$ cat src/rtl/lsu_riscv.sv
// lsu_riscv -- RV32 load/store unit between the core datapath and data memory.
//
// Sequences one memory transaction at a time and stalls the core until the
// memory reports ready. Builds byte enables and replicated store data on the
// way out, and selects and extends load data on the way back. Misaligned or
// illegal-size requests raise core_err_o and are never issued to memory.
//
// Ports:
//   clk_i, rst_i       clock, asynchronous active-high reset
//   core_req_i         memory access request from the decoder
//   core_we_i          1 = store, 0 = load
//   core_size_i        LDST code: B=0, H=1, W=2, BU=4, HU=5
//   core_addr_i        byte address (ALU result)
//   core_wd_i          store data (rs2)
//   core_rd_o          extended load data, nonzero only in a load completion cycle
//   core_stall_o       holds the core PC and pipeline
//   core_err_o         misaligned or illegal-size request (combinational)
//   mem_req_o/mem_we_o memory request / write strobe
//   mem_be_o           byte enables
//   mem_addr_o         byte address, passed through unmodified
//   mem_wd_o           replicated write data
//   mem_rd_i           memory read word
//   mem_ready_i        memory completion strobe, only looked at while BUSY
module lsu_riscv (
  input  logic        clk_i,
  input  logic        rst_i,
  input  logic        core_req_i,
  input  logic        core_we_i,
  input  logic [2:0]  core_size_i,
  input  logic [31:0] core_addr_i,
  input  logic [31:0] core_wd_i,
  output logic [31:0] core_rd_o,
  output logic        core_stall_o,
  output logic        core_err_o,
  output logic        mem_req_o,
  output logic        mem_we_o,
  output logic [3:0]  mem_be_o,
  output logic [31:0] mem_addr_o,
  output logic [31:0] mem_wd_o,
  input  logic [31:0] mem_rd_i,
  input  logic        mem_ready_i
);

  typedef enum logic {
    IDLE = 1'b0,
    BUSY = 1'b1
  } state_e;

  state_e      state_q, state_d;
  logic [1:0]  off_q, off_d;
  logic [2:0]  size_q, size_d;

  logic        size_ok;
  logic        aligned;
  logic        req_ok;
  logic        complete;
  logic [31:0] lane;

  // Request validity: legal LDST code and natural alignment for its size.
  always_comb begin
    size_ok = 1'b0;
    aligned = 1'b1;
    case (core_size_i)
      3'd0, 3'd4: size_ok = 1'b1;
      3'd1, 3'd5: begin
        size_ok = 1'b1;
        aligned = ~core_addr_i[0];
      end
      3'd2: begin
        size_ok = 1'b1;
        aligned = (core_addr_i[1:0] == 2'b00);
      end
      default: size_ok = 1'b0;
    endcase
  end

  assign req_ok     = core_req_i & size_ok & aligned;
  assign core_err_o = core_req_i & ~(size_ok & aligned);
  assign mem_req_o  = req_ok;
  assign mem_we_o   = req_ok & core_we_i;
  assign mem_addr_o = core_addr_i;

  // Byte enables and store data lanes; size_i[2] only selects extension,
  // so the low two bits are enough to pick the access width.
  always_comb begin
    mem_be_o = '0;
    mem_wd_o = '0;
    if (req_ok) begin
      case (core_size_i[1:0])
        2'd0: begin
          mem_be_o = 4'b0001 << core_addr_i[1:0];
          mem_wd_o = {4{core_wd_i[7:0]}};
        end
        2'd1: begin
          mem_be_o = 4'b0011 << {core_addr_i[1], 1'b0};
          mem_wd_o = {2{core_wd_i[15:0]}};
        end
        default: begin
          mem_be_o = 4'b1111;
          mem_wd_o = core_wd_i;
        end
      endcase
    end
  end

  // Transaction FSM: the accept cycle stalls, BUSY stalls until ready.
  always_comb begin
    state_d      = state_q;
    off_d        = off_q;
    size_d       = size_q;
    core_stall_o = 1'b0;
    complete     = 1'b0;
    case (state_q)
      IDLE: begin
        if (req_ok) begin
          state_d      = BUSY;
          off_d        = core_addr_i[1:0];
          size_d       = core_size_i;
          core_stall_o = 1'b1;
        end
      end
      BUSY: begin
        if (mem_ready_i) begin
          state_d  = IDLE;
          complete = 1'b1;
        end else begin
          core_stall_o = 1'b1;
        end
      end
      default: state_d = IDLE;
    endcase
  end

  always_ff @(posedge clk_i or posedge rst_i) begin
    if (rst_i) begin
      state_q <= IDLE;
      off_q   <= '0;
      size_q  <= '0;
    end else begin
      state_q <= state_d;
      off_q   <= off_d;
      size_q  <= size_d;
    end
  end

  // Load return: shift the addressed lane down to bit 0, then extend.
  // core_we_i is still valid here because the core holds its inputs while stalled.
  assign lane = mem_rd_i >> {off_q, 3'b000};

  always_comb begin
    core_rd_o = '0;
    if (complete && !core_we_i) begin
      case (size_q)
        3'd0:    core_rd_o = {{24{lane[7]}}, lane[7:0]};
        3'd4:    core_rd_o = {24'h000000, lane[7:0]};
        3'd1:    core_rd_o = {{16{lane[15]}}, lane[15:0]};
        3'd5:    core_rd_o = {16'h0000, lane[15:0]};
        3'd2:    core_rd_o = mem_rd_i;
        default: core_rd_o = '0;
      endcase
    end
  end

endmodule
$ cat config.mk
export PLATFORM = sky130hd
export DESIGN_NAME = lsu_riscv
export DESIGN_NICKNAME = d
export VERILOG_FILES = /design/src/rtl/lsu_riscv.sv
export SDC_FILE = /design/constraint.sdc
export NUM_CORES = 1
export LEC_CHECK = 0
export CAP_MARGIN = 20
export CORE_MARGIN = 1
export CORE_UTILIZATION = 30
export DETAILED_ROUTE_END_ITERATION = 8
export GPL_TIMING_DRIVEN = 1
export PLACE_DENSITY = 0.85
export SLEW_MARGIN = 5
export SYNTH_ARGS = -nofsm -noshare
export SYNTH_HDL_FRONTEND = slang
export SYNTH_SLANG_ARGS = --single-unit
$ cat constraint.sdc
create_clock -name clk_i -period 3.7 [get_ports clk_i]
set_clock_uncertainty 0.05 [all_clocks]
set_input_delay 0.74 -clock clk_i [delete_from_list [all_inputs] [get_ports clk_i]]
set_output_delay 0.74 -clock clk_i [all_outputs]
set_load 0.02 [all_outputs]
# Word-level counts from Yosys, hierarchy flattened

Index checks and enable logic that the tools add are counted.
Widths: inputs -> output; s select.

Register bits after elaboration: 6
Bits of input ports: 104
Output and inout port bits: 104
Word-level logic and storage cells: 45

Equal/unequal tests: 9
Shift operators: 3
Mux-type cells: 13
Bitwise gates (word level): 8
Reduce and logical (&&, ||, !) cells: 9

Operator list:

| operator            | number |
|---|---|
| $pmux 32 s5         | 1 |
| $mux 32             | 2 |
| $pmux 32 s2         | 1 |
| $shr 32x5->16       | 1 |
| $eq 3x3->1 const B  | 4 |
| $pmux 4 s2          | 1 |
| $eq 3x1->1 const B  | 2 |
| $eq 3x2->1 const B  | 2 |
| $logic_not 3->1     | 2 |
| $and 1x1->1         | 5 |
| $mux 1              | 5 |
| $reduce_or 5->1     | 1 |
| $logic_not 2->1     | 2 |
| $mux 4              | 1 |
| $pmux 1 s2          | 2 |
| $shl 1x2->4 const A | 1 |
| $shl 2x2->4 const A | 1 |
| $not 1->1           | 3 |
| $eq 2x1->1 const B  | 1 |
| $reduce_and 2->1    | 1 |
| $reduce_or 2->1     | 1 |
| $logic_and 1x1->1   | 1 |
| $logic_not 1->1     | 1 |

# Logic depth before layout (Yosys ltp)

Gate-level depths: netlist of run 1.

Depth in word-level cells: 7
Mapped depth: 6
Gate-level depth less buffers: 4

# Worst setup path after synthesis of run 1

No wires, ideal clock.

Path type: in2out
From: in core_addr_i[0]
To: out mem_be_o[2]
Arrival time: 1.885 ns
Path slack: 1.025 ns
Stages: 5
Cell sequence: nor4_1 -> o21ai_1 -> buf_2 -> buf_2 -> nor2_1

Longest elaborated chain between the ends: 4

RTL lines:

| what                                                | line   | RTL |
|---|---|---|
| from (decl)                                         | 30     | `input logic [31:0] core_addr_i,` |
| $logic_not 2->1 / $not 1->1 (equally long branches) | 71, 67 |  |
| $pmux 1 s2                                          | 63     | `case (core_size_i)` |
| $and 1x1->1                                         | 77     | `assign req_ok = core_req_i & size_ok & aligned;` |
| $mux 4 *                                            | 88     | `if (req_ok) begin` |
| to (decl)                                           | 37     | `output logic [3:0] mem_be_o,` |

Every way passes the cells marked *; elsewhere a longest branch is shown, timed or not.

# Worst setup path after layout of run 1

From: in mem_rd_i[15]
To: out core_rd_o[10]

Longest elaborated chain between the ends: 3

RTL lines:

| what          | line | RTL |
|---|---|---|
| from (decl)   | 40   | `input logic [31:0] mem_rd_i,` |
| $shr 32x5->16 | 148  | `assign lane = mem_rd_i >> {off_q, 3'b000};` |
| $pmux 32 s5   | 153  | `case (size_q)` |
| $mux 32       | 152  | `if (complete && !core_we_i) begin` |
| to (decl)     | 32   | `output logic [31:0] core_rd_o,` |

No other way between the ends.

==> results of run 1 <==
-- per-layer routing --
| layer | part of all wire (%) | routed length, microns | track usage, % |
|---|---|---|---|
| met1 | 38 | 2846 | 22.48 |
| met2 | 53 | 3988 | 42.07 |
| met3 | 7.9 | 595 | 5.275 |
| met4 | 1.4 | 103 | 5.965 |
| met5 | 0 | 0 | 0 |
-- final timing paths --
check / start / endpoint / slack, ns / depth (start not counted)
worst max-delay path: mem_rd_i[15] / core_rd_o[10] / 0.05 / 6
worst min-delay path: state_q / state_q / 0.50 / 1
worst max register to register: state_q / off_q[0] / 2.48 / 2
worst min register to register: state_q / state_q / 0.50 / 1
max in group asynchronous: rst_i / state_q / 2.73 / 2
min in group asynchronous: rst_i / off_q[1] / 0.68 / 2
-- cell usage in the layout, fill, tap and decap left out, types with 2 or more instances in the layout --
cell type	count
inv_2	2
a22oi_1	8
buf_4	14
nor4_4	3
o2bb2ai_1	7
nand4b_1	2
nand2b_1	5
nand2_1	33
a211o_1	7
clkdlybuf4s50_1	145
and2_1	10
mux2i_1	26
nor2b_1	9
a21oi_1	36
nor2_1	35
a32oi_1	7
mux2_2	4
o21ai_0	11
nor2_2	2
clkbuf_8	3
a21oi_2	10
inv_1	2
dfrtp_1	6
dlymetal6s2s_1	2
-- registers in the layout, summed over array words and instances (netlist names) --
register,count
off_q,2
state_q,1
size_q,3
-- cell families (layout without fill, tap and decap cells) --
group | after synthesis | after routing | share of synthesized area, %
flip-flops | 6 | 6 | 7.777
AND/OR/NAND/NOR | 105 | 105 | 26.77
multiplexers | 31 | 31 | 16.53
AO/OA/AOI/OAI | 88 | 88 | 30.01
buffers and inverters | 60 | 169 | 18.92
-- critical path, cell delays in order --
cell and delay, ns:
clkdlybuf4s50_1 0.44, mux2i_2 0.34, nor4_4 0.10, nor2_1 0.49, a21oi_1 0.17, clkdlybuf4s50_1 0.58
-- Yosys cell counts --
master,number
nand3b_1,1
clkbuf_1,12
nor3_1,1
nor4_1,2
mux2i_2,1
mux2_2,4
buf_2,7
nand2b_1,5
nand3_1,1
a22oi_1,8
nand2_1,33
nand4b_1,2
a21oi_1,36
buf_4,33
or4_1,1
o21ai_1,1
buf_6,1
nor4_4,1
inv_1,3
dfrtp_1,6
nor2_1,35
and2_1,10
o21bai_1,1
nor2b_1,9
mux2i_1,26
a211o_1,7
o21ai_0,11
nor3_2,1
nor4_2,1
a21oi_2,10
buf_1,3
a32oi_1,7
o2bb2ai_1,7
inv_2,1
nor2_2,2
-- power groups by stage --
stage               clock network (mW)  registers, mW  logic [mW]
floorplan                            0         0.0977       0.410
global placement                     0          0.116       0.550
detailed placement                   0          0.118       0.563
CTS                              0.102          0.117       0.578
global route                     0.106          0.123       0.629
finish                           0.100          0.120       0.582
-- final cells by class --
class | instances | area, sq um
clock buffers | 3 | 41.29
fillers | 569 | 2704
inverters | 4 | 15.01
multi-input cells | 224 | 1455
flip-flops and latches | 6 | 150.1
well taps | 75 | 93.84
repair buffers | 162 | 1602
-- per-stage QoR --
step	util [%]	area, sq um
finish	55.39	3357
global route	55.39	3357
CTS	55.06	3337
detailed placement	53.80	3261
global placement	53.80	3261
floorplan	-	1931
-- what timing repair did --
item                       in CTS  in global routing
setup buffers                   1                  0
setup endpoints to repair      55                  9
pin swaps                       1                  1
gates resized for setup         3                  4
cloned                          0                  0
hold buffers                    0                  0
==> qor.txt, run 1 <==
Outcome -> finished clean
DR iter-0 viols -> 106
Die Footprint -> 0.006760 sq mm
Skew-Pair Late Insertion Delay -> 0.23 ns
Fmax -> 0.2741 GHz
Nature of the critical path startpoint -> primary input
Synthesized area per cell -> 6.657 sq um
Clk pwr share -> 12.5%
Initial antenna violation count -> 0
Routability cong. -> 0.7724
CTS tree -> done
Seq/Total Area, Yosys -> 7.777%
Synth top area cells -> mux2i_1 13%, buf_4 13%, a21oi_1 9.3%
DP Wirelength -> 5939 microns
Setup tns final -> 0 ns
Slew @ Worst Pin -> 0.6385 ns
Fin crit period -> 3.648 ns
Flop pwr share -> 14.9%
Total Routed Length -> 7533 microns
Initial Util -> 31.85%
Antenna diodes -> 0
Worst Path Arrival -> 2.86 ns
Io pins -> 208
Crit Path Class -> primary input to output pin
Internal Power -> 0.4319 mW
Mapped Cells -> 290
Vias per cell -> 5.281
Number of buffers created by CTS -> 3
Nets@finish -> 505
YS warnings -> 0
WHS -> 0.5009 ns
Power per cell area -> 238.8 mW/mm^2
Net load switching power -> 0.3699 mW
Largest net degree at the start of global routing -> 35
Dpl ws -> -0.3656 ns
Max-cap violations -> 0
Remaining Overflow, GRT -> 0
Overall Global Routing Usage -> 21.54%
Synthesized area -> 0.001931 sq mm
Slew HR -> 57.35%
Sw Ratio -> 46.13%
Crit end category -> output pin
Clock sink total -> 6
Final worst setup slack -> 0.05156 ns
Layout area overhead -> 73.88%
Avg WL per Cell -> 15.89 microns
Clock slew at reported path FFs -> 0.03 ns
Fin crit share -> 98.61%
Final setup viols -> 0
Leakage Power -> 1.246 nW
Final hold violation count -> 0
Worst-case clock buffer depth -> 2
# rows -> 28
H-tree lvl count -> 1
Port Buffers -> 147
Comb power frac -> 72.6%
Placed Cells -> 470
Slew Viols, Final -> 0
Root Buffer -> clkbuf_8
Max FO, Critical Path -> 8
Chip Height -> 82.22 microns
HP Class -> flop to flop
Post-route ant nets -> 0
Synth area leader -> mux2i_1
Share of post-route cells with drive strength above 1 -> 10.78%
Syn nets -> 394
Final Power -> 0.8018 mW
DR vias -> 2503
Synth cell types -> 35
Share of the synthesized area in the top cell type -> 13.48%
Global-route wire length before repair -> 11180 microns
Final Non-Filler Cells -> 474
Core ar. -> 0.006061 sq mm
Critical Path RT -> 2.91 ns
Vias in the first global route -> 2331
Peak VDD IR -> 0.0001381 V
# DRC -> 0
DRT Pass-1 Iters -> 6
Die X-Extent -> 82.22 microns
Yosys reg bits -> 6
Power figures use the tool's default switching activity.
==> run 2, diff against run 1 <==
--- a/config.mk
+++ b/config.mk
@@ -6,7 +6,7 @@
 export NUM_CORES = 1
 export LEC_CHECK = 0
 export CAP_MARGIN = 20
-export CORE_MARGIN = 1
+export CORE_MARGIN = 10
 export CORE_UTILIZATION = 30
 export DETAILED_ROUTE_END_ITERATION = 8
 export GPL_TIMING_DRIVEN = 1
==> run 2 against run 1 <==
  * Critical path type unchanged
  * Clock power is essentially flat
  * Sequential cell count unchanged
  * Hold slack gained 0.012 ns
  * Total power down 0.74%
  * Global-route usage fell by 4.9 points
  * Sequential power is 4% lower
  * First-iteration DRC count shrank 4.7%
  * Highest routed layer unchanged
  * Via count up 4.1%
==> qor.txt, run 2 (synthesized netlist as in run 1, its figures left out) <==
Outcome -> finished clean (unchanged)
Worst-case clock buffer depth -> 2 (unchanged)
Nature of the critical path startpoint -> primary input (unchanged)
Slew HR -> 59.37% (was 57.35%)
Net load switching power -> 0.3702 mW (was 0.3699 mW)
M1 GR Usage -> 17.05% (was 22.48%)
DP Wirelength -> 7447 microns (was 5939 microns)
CP cell instances -> clkdlybuf4s50_1 -> nor4_1 -> buf_4 -> o21ai_2 -> buf_4 -> nor2_1 -> clkdlybuf4s50_1 (was clkdlybuf4s50_1 -> mux2i_2 -> nor4_4 -> nor2_1 -> a21oi_1 -> clkdlybuf4s50_1)
Crit end category -> output pin (unchanged)
Layout area overhead -> 73.56% (was 73.88%)
Largest stage delay, worst path -> 0.63 ns (was 0.58 ns)
Power per cell area -> 237.5 mW/mm^2 (was 238.8 mW/mm^2)
Largest register by flop count -> size_q (unchanged)
Met3 usage -> 9.135% (was 5.275%)
DRT Pass-1 Iters -> 4 (was 6)
Share of post-route cells with drive strength above 1 -> 10.78% (unchanged)
Clock sink total -> 6 (unchanged)
Comb power frac -> 73.3% (was 72.6%)
Finished Cell Area -> 0.003351 sq mm (was 0.003357 sq mm)
HP Class -> flop to flop (unchanged)
Slew Viols, Final -> 0 (unchanged)
Fin crit share -> 97.87% (was 98.61%)
Clk pwr share -> 12.2% (was 12.5%)
Root Buffer -> clkbuf_8 (unchanged)
DR vias -> 2605 (was 2503)
Top Usage Layer GRT -> met2 (unchanged)
Flop pwr share -> 14.5% (was 14.9%)
Final hold violation count -> 0 (unchanged)
Avg WL per Cell -> 19.12 microns (was 15.89 microns)
Crit Path Class -> primary input to output pin (unchanged)
Routability cong. -> 0.9243 (was 0.7724)
Largest net degree at the start of global routing -> 36 (was 35)
Fmax -> 0.2762 GHz (was 0.2741 GHz)
Skew-Pair Late Insertion Delay -> 0.22 ns (was 0.23 ns)
Nets@finish -> 505 (unchanged)
Multi-input gate area -> 0.001436 sq mm (was 0.001455 sq mm)
Clock slew at reported path FFs -> 0.03 ns (about the same)
Initial Util -> 30.58% (was 31.85%)
Max stage delay cell, worst path -> clkdlybuf4s50_1 (unchanged)
Area after DPL -> 0.003262 sq mm (was 0.003261 sq mm)
Sw Ratio -> 46.51% (was 46.13%)
Internal Power -> 0.4257 mW (was 0.4319 mW)
Vias per cell -> 5.473 (was 5.281)
Overall Global Routing Usage -> 16.65% (was 21.54%)
Die X-Extent -> 100.2 microns (was 82.22 microns)
Die Footprint -> 0.01004 sq mm (was 0.006760 sq mm)
Core ar. -> 0.006314 sq mm (was 0.006061 sq mm)
H-tree lvl count -> 1 (unchanged)
Fin crit period -> 3.621 ns (was 3.648 ns)
Max reg flops -> 3 (unchanged)
Antenna diodes -> 0 (unchanged)
CTS tree -> done (unchanged)
Number of buffers created by CTS -> 3 (unchanged)
Peak VDD IR -> 0.0001579 V (was 0.0001381 V)
Met2 Track Usage GR -> 27.30% (was 42.07%)
Fill count -> 593 (was 569)
Vias in the first global route -> 2720 (was 2331)
Final setup viols -> 0 (unchanged)
Worst path top cell family by delay -> buffers and inverters (unchanged)
Initial antenna violation count -> 0 (unchanged)
Post-route ant nets -> 0 (unchanged)
Total Routed Length -> 9099 microns (was 7533 microns)
Commonest non-fill, non-tap cell in the layout -> clkdlybuf4s50_1 (unchanged)
Remaining Overflow, GRT -> 0 (unchanged)
Biggest regs -> size_q x3, off_q x2, state_q x1 (unchanged)
Global-route wire length before repair -> 13790 microns (was 11180 microns)
# rows -> 29 (was 28)
Port Buffers -> 147 (unchanged)
DR iter-0 viols -> 101 (was 106)
Chip Height -> 100.2 microns (was 82.22 microns)
CP Buf/Inv Count -> 4 (was 2)
Most frequent cells in the layout -> 141 x clkdlybuf4s50_1, 36 x a21oi_1, 34 x nor2_1 (was 145 x clkdlybuf4s50_1, 36 x a21oi_1, 35 x nor2_1)
RSZ-0062 raised after global routing -> false
Io pins -> 208 (unchanged)
Max FO, Critical Path -> 28 (was 8)
Sequential cell area -> 150.1 sq um (unchanged)
Leakage Power -> 1.309 nW (was 1.246 nW)
Worst Path Arrival -> 2.83 ns (was 2.86 ns)
Slew @ Worst Pin -> 0.6082 ns (was 0.6385 ns)
Setup tns final -> 0 ns (unchanged)
# DRC -> 0 (unchanged)
Max-cap violations -> 0 (unchanged)
Critical Path RT -> 2.91 ns (about the same)
## run 2: repair_timing
| action | CTS | global route |
|---|---|---|
| pin swaps | 1 | 0 |
| setup buffers | 2 | 0 |
| setup endpoints to repair | 16 | 36 |
| hold buffers | 0 | 0 |
| resized for setup | 0 | 10 |
## run 2: layout make-up
type	count	area share, %
clock buffers	3	1.232
inverters	4	0.4481
multi-input cells	224	42.87
flip-flops and latches	6	4.481
well taps	77	2.875
repair buffers	162	48.10
## run 2: worst paths after layout
path | start | to | slack (ns) | cells after the start
worst max-delay path | core_addr_i[0] | mem_wd_o[29] | 0.08 | 7
worst max register to register | state_q | size_q[0] | 2.48 | 2
worst min-delay path | state_q | state_q | 0.51 | 1
worst min register to register | state_q | state_q | 0.51 | 1
max in group asynchronous | rst_i | off_q[0] | 2.70 | 2
min in group asynchronous | rst_i | state_q | 0.72 | 2
## run 2: routing by layer
metal  up-vias  wire, microns  part of all wire (%)
met5         -              0                     0
met4         0            241                   2.6
met3        18           1491                    16
met2       161           4044                    44
met1      1211           3321                    36
li1       1215              -                     -
## run 2: power by group through the flow
stage          Sequential, mW  Clock, mW  Combinational (mW)
2_1_floorplan          0.0977          0               0.410
3_3_place_gp            0.111          0               0.561
3_5_place_dp            0.113          0               0.569
4_1_cts                 0.113     0.0990               0.579
5_1_grt                 0.119      0.104               0.635
6_report                0.115     0.0973               0.583
## run 2: stage by stage
step / power [mW] / std cells / hold slack (ns) / worst slack (ns) / utilization (%)
floorplan: 0.5080 / 290 / 0.4810 / 1.025 / -
global placement: 0.6719 / 471 / 0.4834 / -0.1911 / 51.66
detailed placement: 0.6821 / 471 / 0.4961 / -0.2838 / 51.66
CTS: 0.7910 / 476 / 0.5072 / 0.01257 / 52.56
global route: 0.8579 / 476 / 0.5443 / 0.002301 / 53.07
finish: 0.7959 / 476 / 0.5128 / 0.07878 / 53.07
